**src/rtl/bg_scaled_mapper.sv**
```systemverilog
// Background mapper: scales DrawX/DrawY onto an IMG_W x IMG_H indexed image with DDA counters,
// adds bank select and wrapped horizontal scroll, and colours ROM indices through per-bank palettes.
module bg_scaled_mapper #(
    parameter int unsigned SCREEN_W = 640,
    parameter int unsigned SCREEN_H = 480,
    parameter int unsigned IMG_W    = 105,
    parameter int unsigned IMG_H    = 117,
    parameter int unsigned NUM_BG   = 4,
    parameter int unsigned IDX_W    = 4,
    parameter int unsigned ADDR_W   = 16,
    localparam int unsigned BG_W    = (NUM_BG > 1) ? $clog2(NUM_BG) : 1,
    localparam int unsigned SX_W    = (IMG_W > 1) ? $clog2(IMG_W) : 1
) (
    input  logic              vga_clk,
    input  logic              reset,
    input  logic [9:0]        DrawX,
    input  logic [9:0]        DrawY,
    input  logic              blank,
    input  logic [BG_W-1:0]   bg_sel,
    input  logic [SX_W-1:0]   scroll_x,
    output logic [ADDR_W-1:0] rom_addr,
    input  logic [IDX_W-1:0]  rom_q,
    input  logic              pal_we,
    input  logic [BG_W-1:0]   pal_bank,
    input  logic [IDX_W-1:0]  pal_idx,
    input  logic [11:0]       pal_data,
    output logic [3:0]        red,
    output logic [3:0]        green,
    output logic [3:0]        blue
);

    localparam int unsigned U_W   = SX_W;
    localparam int unsigned V_W   = (IMG_H > 1) ? $clog2(IMG_H) : 1;
    localparam int unsigned UE_W  = U_W + 1;
    localparam int unsigned AX_W  = $clog2(2 * SCREEN_W);
    localparam int unsigned AY_W  = $clog2(2 * SCREEN_H);
    localparam int unsigned PAL_N = 1 << IDX_W;
    localparam logic [ADDR_W-1:0] BANK_SZ = ADDR_W'(IMG_W * IMG_H);
    localparam logic [ADDR_W-1:0] ROW_SZ  = ADDR_W'(IMG_W);

    logic [AX_W-1:0]   accx, accx_nxt_c, accx_step_c;
    logic [AY_W-1:0]   accy, accy_nxt_c, accy_step_c;
    logic [U_W-1:0]    u, u_nxt_c;
    logic [V_W-1:0]    v, v_nxt_c;
    logic [BG_W-1:0]   bg_lat, bg_s2, bg_s3;
    logic [SX_W-1:0]   scroll_lat;
    logic              blank_d1, blank_d2, blank_d3;
    logic [UE_W-1:0]   ue_sum_c, ue_c;
    logic [ADDR_W-1:0] addr_c;
    logic [11:0]       pal_rd_c;
    logic              frame_start_c;
    logic [11:0]       pal [NUM_BG][PAL_N];

    assign frame_start_c = (DrawX == 10'd0) && (DrawY == 10'd0);

    // DDA next state: u steps every pixel, v steps once per line at DrawX==0; both saturate
    always_comb begin
        accx_step_c = accx + AX_W'(IMG_W);
        accy_step_c = accy + AY_W'(IMG_H);
        accx_nxt_c  = accx;
        u_nxt_c     = u;
        accy_nxt_c  = accy;
        v_nxt_c     = v;
        if (DrawX == 10'd0) begin
            accx_nxt_c = '0;
            u_nxt_c    = '0;
        end else if (u != U_W'(IMG_W - 1)) begin
            if (accx_step_c >= AX_W'(SCREEN_W)) begin
                accx_nxt_c = accx_step_c - AX_W'(SCREEN_W);
                u_nxt_c    = u + U_W'(1);
            end else begin
                accx_nxt_c = accx_step_c;
            end
        end
        if (DrawX == 10'd0) begin
            if (DrawY == 10'd0) begin
                accy_nxt_c = '0;
                v_nxt_c    = '0;
            end else if (v != V_W'(IMG_H - 1)) begin
                if (accy_step_c >= AY_W'(SCREEN_H)) begin
                    accy_nxt_c = accy_step_c - AY_W'(SCREEN_H);
                    v_nxt_c    = v + V_W'(1);
                end else begin
                    accy_nxt_c = accy_step_c;
                end
            end
        end
    end

    // Scroll wraps once; u and scroll are both below IMG_W so one subtraction suffices
    always_comb begin
        ue_sum_c = UE_W'(u) + UE_W'(scroll_lat);
        ue_c     = (ue_sum_c >= UE_W'(IMG_W)) ? ue_sum_c - UE_W'(IMG_W) : ue_sum_c;
        addr_c   = ADDR_W'(bg_lat) * BANK_SZ + ADDR_W'(v) * ROW_SZ + ADDR_W'(ue_c);
    end

    assign pal_rd_c = pal[bg_s3][rom_q];

    always_ff @(posedge vga_clk) begin
        if (reset) begin
            accx       <= '0;
            accy       <= '0;
            u          <= '0;
            v          <= '0;
            bg_lat     <= '0;
            scroll_lat <= '0;
            bg_s2      <= '0;
            bg_s3      <= '0;
            blank_d1   <= 1'b0;
            blank_d2   <= 1'b0;
            blank_d3   <= 1'b0;
            rom_addr   <= '0;
            red        <= '0;
            green      <= '0;
            blue       <= '0;
        end else begin
            accx     <= accx_nxt_c;
            accy     <= accy_nxt_c;
            u        <= u_nxt_c;
            v        <= v_nxt_c;
            if (frame_start_c) begin
                bg_lat     <= bg_sel;
                scroll_lat <= scroll_x;
            end
            bg_s2    <= bg_lat;
            bg_s3    <= bg_s2;
            blank_d1 <= blank;
            blank_d2 <= blank_d1;
            blank_d3 <= blank_d2;
            rom_addr <= addr_c;
            {red, green, blue} <= blank_d3 ? pal_rd_c : 12'h000;
        end
    end

    // Palette write lands after this edge's read, so a same-cycle read sees the old entry
    always_ff @(posedge vga_clk) begin
        if (reset) begin
            for (int b = 0; b < int'(NUM_BG); b++) begin
                for (int i = 0; i < int'(PAL_N); i++) begin
                    pal[b][i] <= '0;
                end
            end
        end else if (pal_we) begin
            pal[pal_bank][pal_idx] <= pal_data;
        end
    end

endmodule

```
**config.mk**
```make
export PLATFORM = sky130hd
export DESIGN_NAME = bg_scaled_mapper
export DESIGN_NICKNAME = d
export VERILOG_FILES = /design/src/rtl/bg_scaled_mapper.sv
export SDC_FILE = /design/constraint.sdc
export NUM_CORES = 1
export LEC_CHECK = 0
export CAP_MARGIN = 10
export CORE_UTILIZATION = 40
export DETAILED_ROUTE_END_ITERATION = 16
export GPL_TIMING_DRIVEN = 0
export PLACE_DENSITY = 0.68
export SLEW_MARGIN = 30
export SYNTH_ARGS = -nofsm -noshare
export SYNTH_HDL_FRONTEND = slang
export SYNTH_SLANG_ARGS = --single-unit
```
**constraint.sdc**
```tcl
create_clock -name vga_clk -period 4.36 [get_ports vga_clk]
set_input_delay 0.654 -clock vga_clk [delete_from_list [all_inputs] [get_ports vga_clk]]
set_output_delay 0.654 -clock vga_clk [all_outputs]
set_load 0.005 [all_outputs]
```
==> summary.md <==
| Metric | Value |
|---|---|
| Status | `complete, but fails checks` |
| Failing checks | `setup timing` |
| Setup crit start kind | `register` |
| Layout area overhead | `14.6%` |
| Clock Latency Late Sink | `0.68 ns` |
| Cell taking the most area after synthesis | `edfxtp_1` |
| # clock sinks | `847` |
| Top FF cell, synth | `edfxtp_1` |
| Avg Cell Area, Syn | `14.5 um2` |
| PD cells | `397 nW/um2` |
| FF+latch count, synth | `847` |
| Routability cong. | `0.968` |
| PortBufs | `67` |
| Worst setup EP type | `register` |
| Post-synth ARST share | `0%` |
| Share of total power in the clock network | `42.8%` |
| Final Worst Setup Slack | `-0.0176 ns` |
| Vias/cell | `5.76` |
| Std cell rows | `117` |
| Unique masters post-synth | `66` |
| Max Fclk | `0.228 GHz` |
| Slew HR | `19.6%` |
| Fillers | `8793` |
| Worst slew pin tran | `1.21 ns` |
| Slew Viols, Final | `0` |
| Largest net degree at the start of global routing | `14` |
| Psw | `0.00442 W` |
| Crit Path Max Fanout | `10` |
| Unrepaired setup endpoints after global routing | `true` |
| Period Utilization, post-route | `100%` |
| Required @ worst endpoint | `4.86 ns` |
| Min Tclk post-route | `4.38 ns` |
| Area fraction of the dominant cell type after synthesis | `56.2%` |
| Gr ovfl total | `0` |
| HP Class | `register to register` |
| I/O pin total | `83` |
| WL per Instance | `30.3 um` |
| Internal Power | `0.0142 W` |
| CTS Root Cell | `clkbuf_16` |
| Placed cell areas | `43600 um2` |
| TNS Setup | `-0.0176 ns` |
| Worst setup endpoint | `green[0]` |
| Flop pwr share | `50.2%` |
| Starting Density | `40.3%` |
| Drt pass-1 iters | `6` |
| H-Tree Depth | `3` |
| CP Data Arrival Time | `4.88 ns` |
| TritonCTS Buffers | `91` |
| GRT Total Usage | `26.1%` |
| Core area | `102000 um2` |
| Dpl hpwl | `88400 um` |
| R2R Setup Slk | `-0.02 ns` |
| Post-synth EDFFs | `768` |
| Total die area | `104000 um2` |
| Initial antenna violation count | `29` |
| Yosys warns | `0` |
| Sequential fraction of the synthesis area | `60.1%` |
| Vias | `25.8k` |
| Clock buffer depth | `3` |
| Overall power | `0.0186 W` |
| Starting DRC count in detailed routing | `3311` |
| Leakage | `16.6 nW` |
| Post-route ant nets | `0` |
| Number of global-route vias before repair | `25.2k` |
| Synth top area cells | `edfxtp_1, mux4_2, and2_1` |
| Final Cell Area | `47000 um2` |
| Gate power share | `7.0%` |
| Clock skew | `0.0526 ns` |
| Mapped Cells | `2838` |
| FF-to-FF End | `green[0]` |
| Die Y-Extent | `322 um` |
| Post-Syn Nets | `2999` |
| Reg2reg path depth | `7` |
| Layout cells sized above 1 | `19.5%` |
| Post-Syn Area | `41000 um2` |
| Maximum VDD drop | `0.471 mV` |
| TritonCTS clock tree | `done` |
| Critical path class | `register to register` |
| Post-route DRC | `0` |
| Clk slew on worst S/H paths | `0.06 ns` |
| Fin nets | `3176` |
| First-pass GRT wire length | `186000 um` |
| WL final | `136000 um` |
| Final hold viol count | `0` |
| Switching part of the total power | `23.7%` |
| Width of the die | `322 um` |
| Final setup violation count | `1` |
| Max cap viols | `0` |
==> state kept, by name, indices dropped and copies added, names as in the netlist, named ones only <==
| name | flops |
|---|---|
| scroll_lat | 7 |
| bg_s2 | 2 |
| green | 4 |
| rom_addr | 16 |
| accy | 10 |
| u | 7 |
| blank_d2 | 1 |
| blank_d1 | 1 |
| accx | 11 |
| blue | 4 |
| v | 7 |
| red | 4 |
| bg_lat | 2 |
| pal | 768 |
| blank_d3 | 1 |
==> power by group through the flow <==
stage,clock network [W],registers (W),logic [W]
2_1_floorplan,0,0.00946,0.000638
3_3_place_gp,0,0.00950,0.00122
3_5_place_dp,0,0.00952,0.00125
4_1_cts,0.00795,0.00935,0.00126
5_1_grt,0.00827,0.00938,0.00131
6_report,0.00798,0.00935,0.00131
==> layer usage <==
layer	up-vias	share of wire (%)	track usage [%]
met3	452	13	8.34
met4	8	6.8	15.9
met5	-	0.18	1.25
li1	10600	-	-
met1	12900	34	31.3
met2	1793	46	41.1
==> stage by stage <==
step	util (%)	cells	hold slack, ns	worst slack (ns)
final	46.2	4479	0.435	-0.0176
after global placement	42.7	4273	0.427	-0.500
after CTS	46.0	4455	0.437	0.00123
after global routing	46.2	4460	0.455	-0.126
after floorplan	-	2838	0.414	0.0170
after detailed placement	42.8	4277	0.424	-0.550
==> final cells by class <==
cell class                 count  area [um2]  share of cell area (%)
timing repair buffer          84         845                    1.80
multi-input combinational   1684       15400                    32.8
antenna                       20        50.0                   0.106
buffer                       236        1000                    2.13
sequential                   847       24700                    52.5
tap                         1368        1710                    3.64
clock buffer                 121        2470                    5.25
clock inverter                48         562                    1.20
inverter                      71         267                   0.567
==> synth_stat cells (all sizes together) (2+ instances only) <==
library cell	instances
mux2i	39
a21boi	2
nor3b	3
xnor2	18
or2	66
edfxtp	768
nand2	54
o21a	7
mux2	4
and3	8
a211oi	7
a2bb2oi	2
nor2	128
o21ai	26
and4	2
nand3	26
a32oi	2
a21o	15
a22oi	4
o211ai	3
xor2	21
nor4bb	2
a21oi	37
ha	73
buf	46
nand2b	10
nor3	12
nand4	4
clkbuf	190
inv	71
mux4	240
nand3b	3
nor2b	14
a31oi	8
o31ai	4
dfxtp	79
o22ai	12
fa	33
or3	5
nor4	3
and2	773
==> layout by cell type, fill, tap and decap left out, types with 8 or more instances in the layout <==
master,instances
buf_2,34
nor3_1,12
clkbuf_16,91
inv_1,69
mux4_2,240
xnor2_1,17
and2_1,773
buf_4,12
clkdlybuf4s50_1,67
diode_2,20
xor2_1,19
bufinv_16,10
nand2b_1,10
fa_1,31
clkbuf_2,60
nor2_1,128
nand3_1,26
ha_1,66
or2_2,66
mux2i_1,39
clkinv_2,12
a21o_1,15
clkinv_1,14
dfxtp_1,70
buf_1,10
o21ai_0,15
a21oi_1,33
and3_1,8
clkbuf_8,8
clkbuf_1,154
nor2b_1,14
o22ai_1,12
nand2_1,52
edfxtp_1,768
==> worst max-delay path, stage by stage (launching register included) <==
cell,delay (ns)
dfxtp_1,0.52
clkbuf_1,0.23
clkbuf_1,0.74
buf_2,0.57
mux4_2,0.63
mux4_2,0.50
mux2i_1,0.85
o22ai_1,0.20
==> how the worst min path moves through the flow <==
stage | startpoint | to | slack, ns | cells past startpoint
5_1_grt | blank_d2 | blank_d3 | 0.46 | 1
4_1_cts | blank_d2 | blank_d3 | 0.44 | 1
3_5_place_dp | blank_d2 | blank_d3 | 0.42 | 1
6_report | blank_d2 | blank_d3 | 0.44 | 1
2_1_floorplan | bg_s2[0] | register | 0.41 | 1
3_3_place_gp | blank_d1 | blank_d2 | 0.43 | 1
==> repair_timing <==
action,CTS,global route
resized for setup,35,27
hold buffers,0,0
setup buffers,9,4
pin swaps,10,25
setup endpoints to repair,9,9
==> kinds of logic after synthesis <==
logic type                 Yosys count  synth area share, %
buffers and inverters              307                 2.89
and+or+nand+nor                   1117                 15.9
AOI/OAI and AO/OA                  139                 2.21
xor gates and xnor gates            39                0.851
DFF                                847                 60.1
muxes                              283                 14.2
adders and majority gates          106                 3.84
Power figures use the tool's default switching activity.
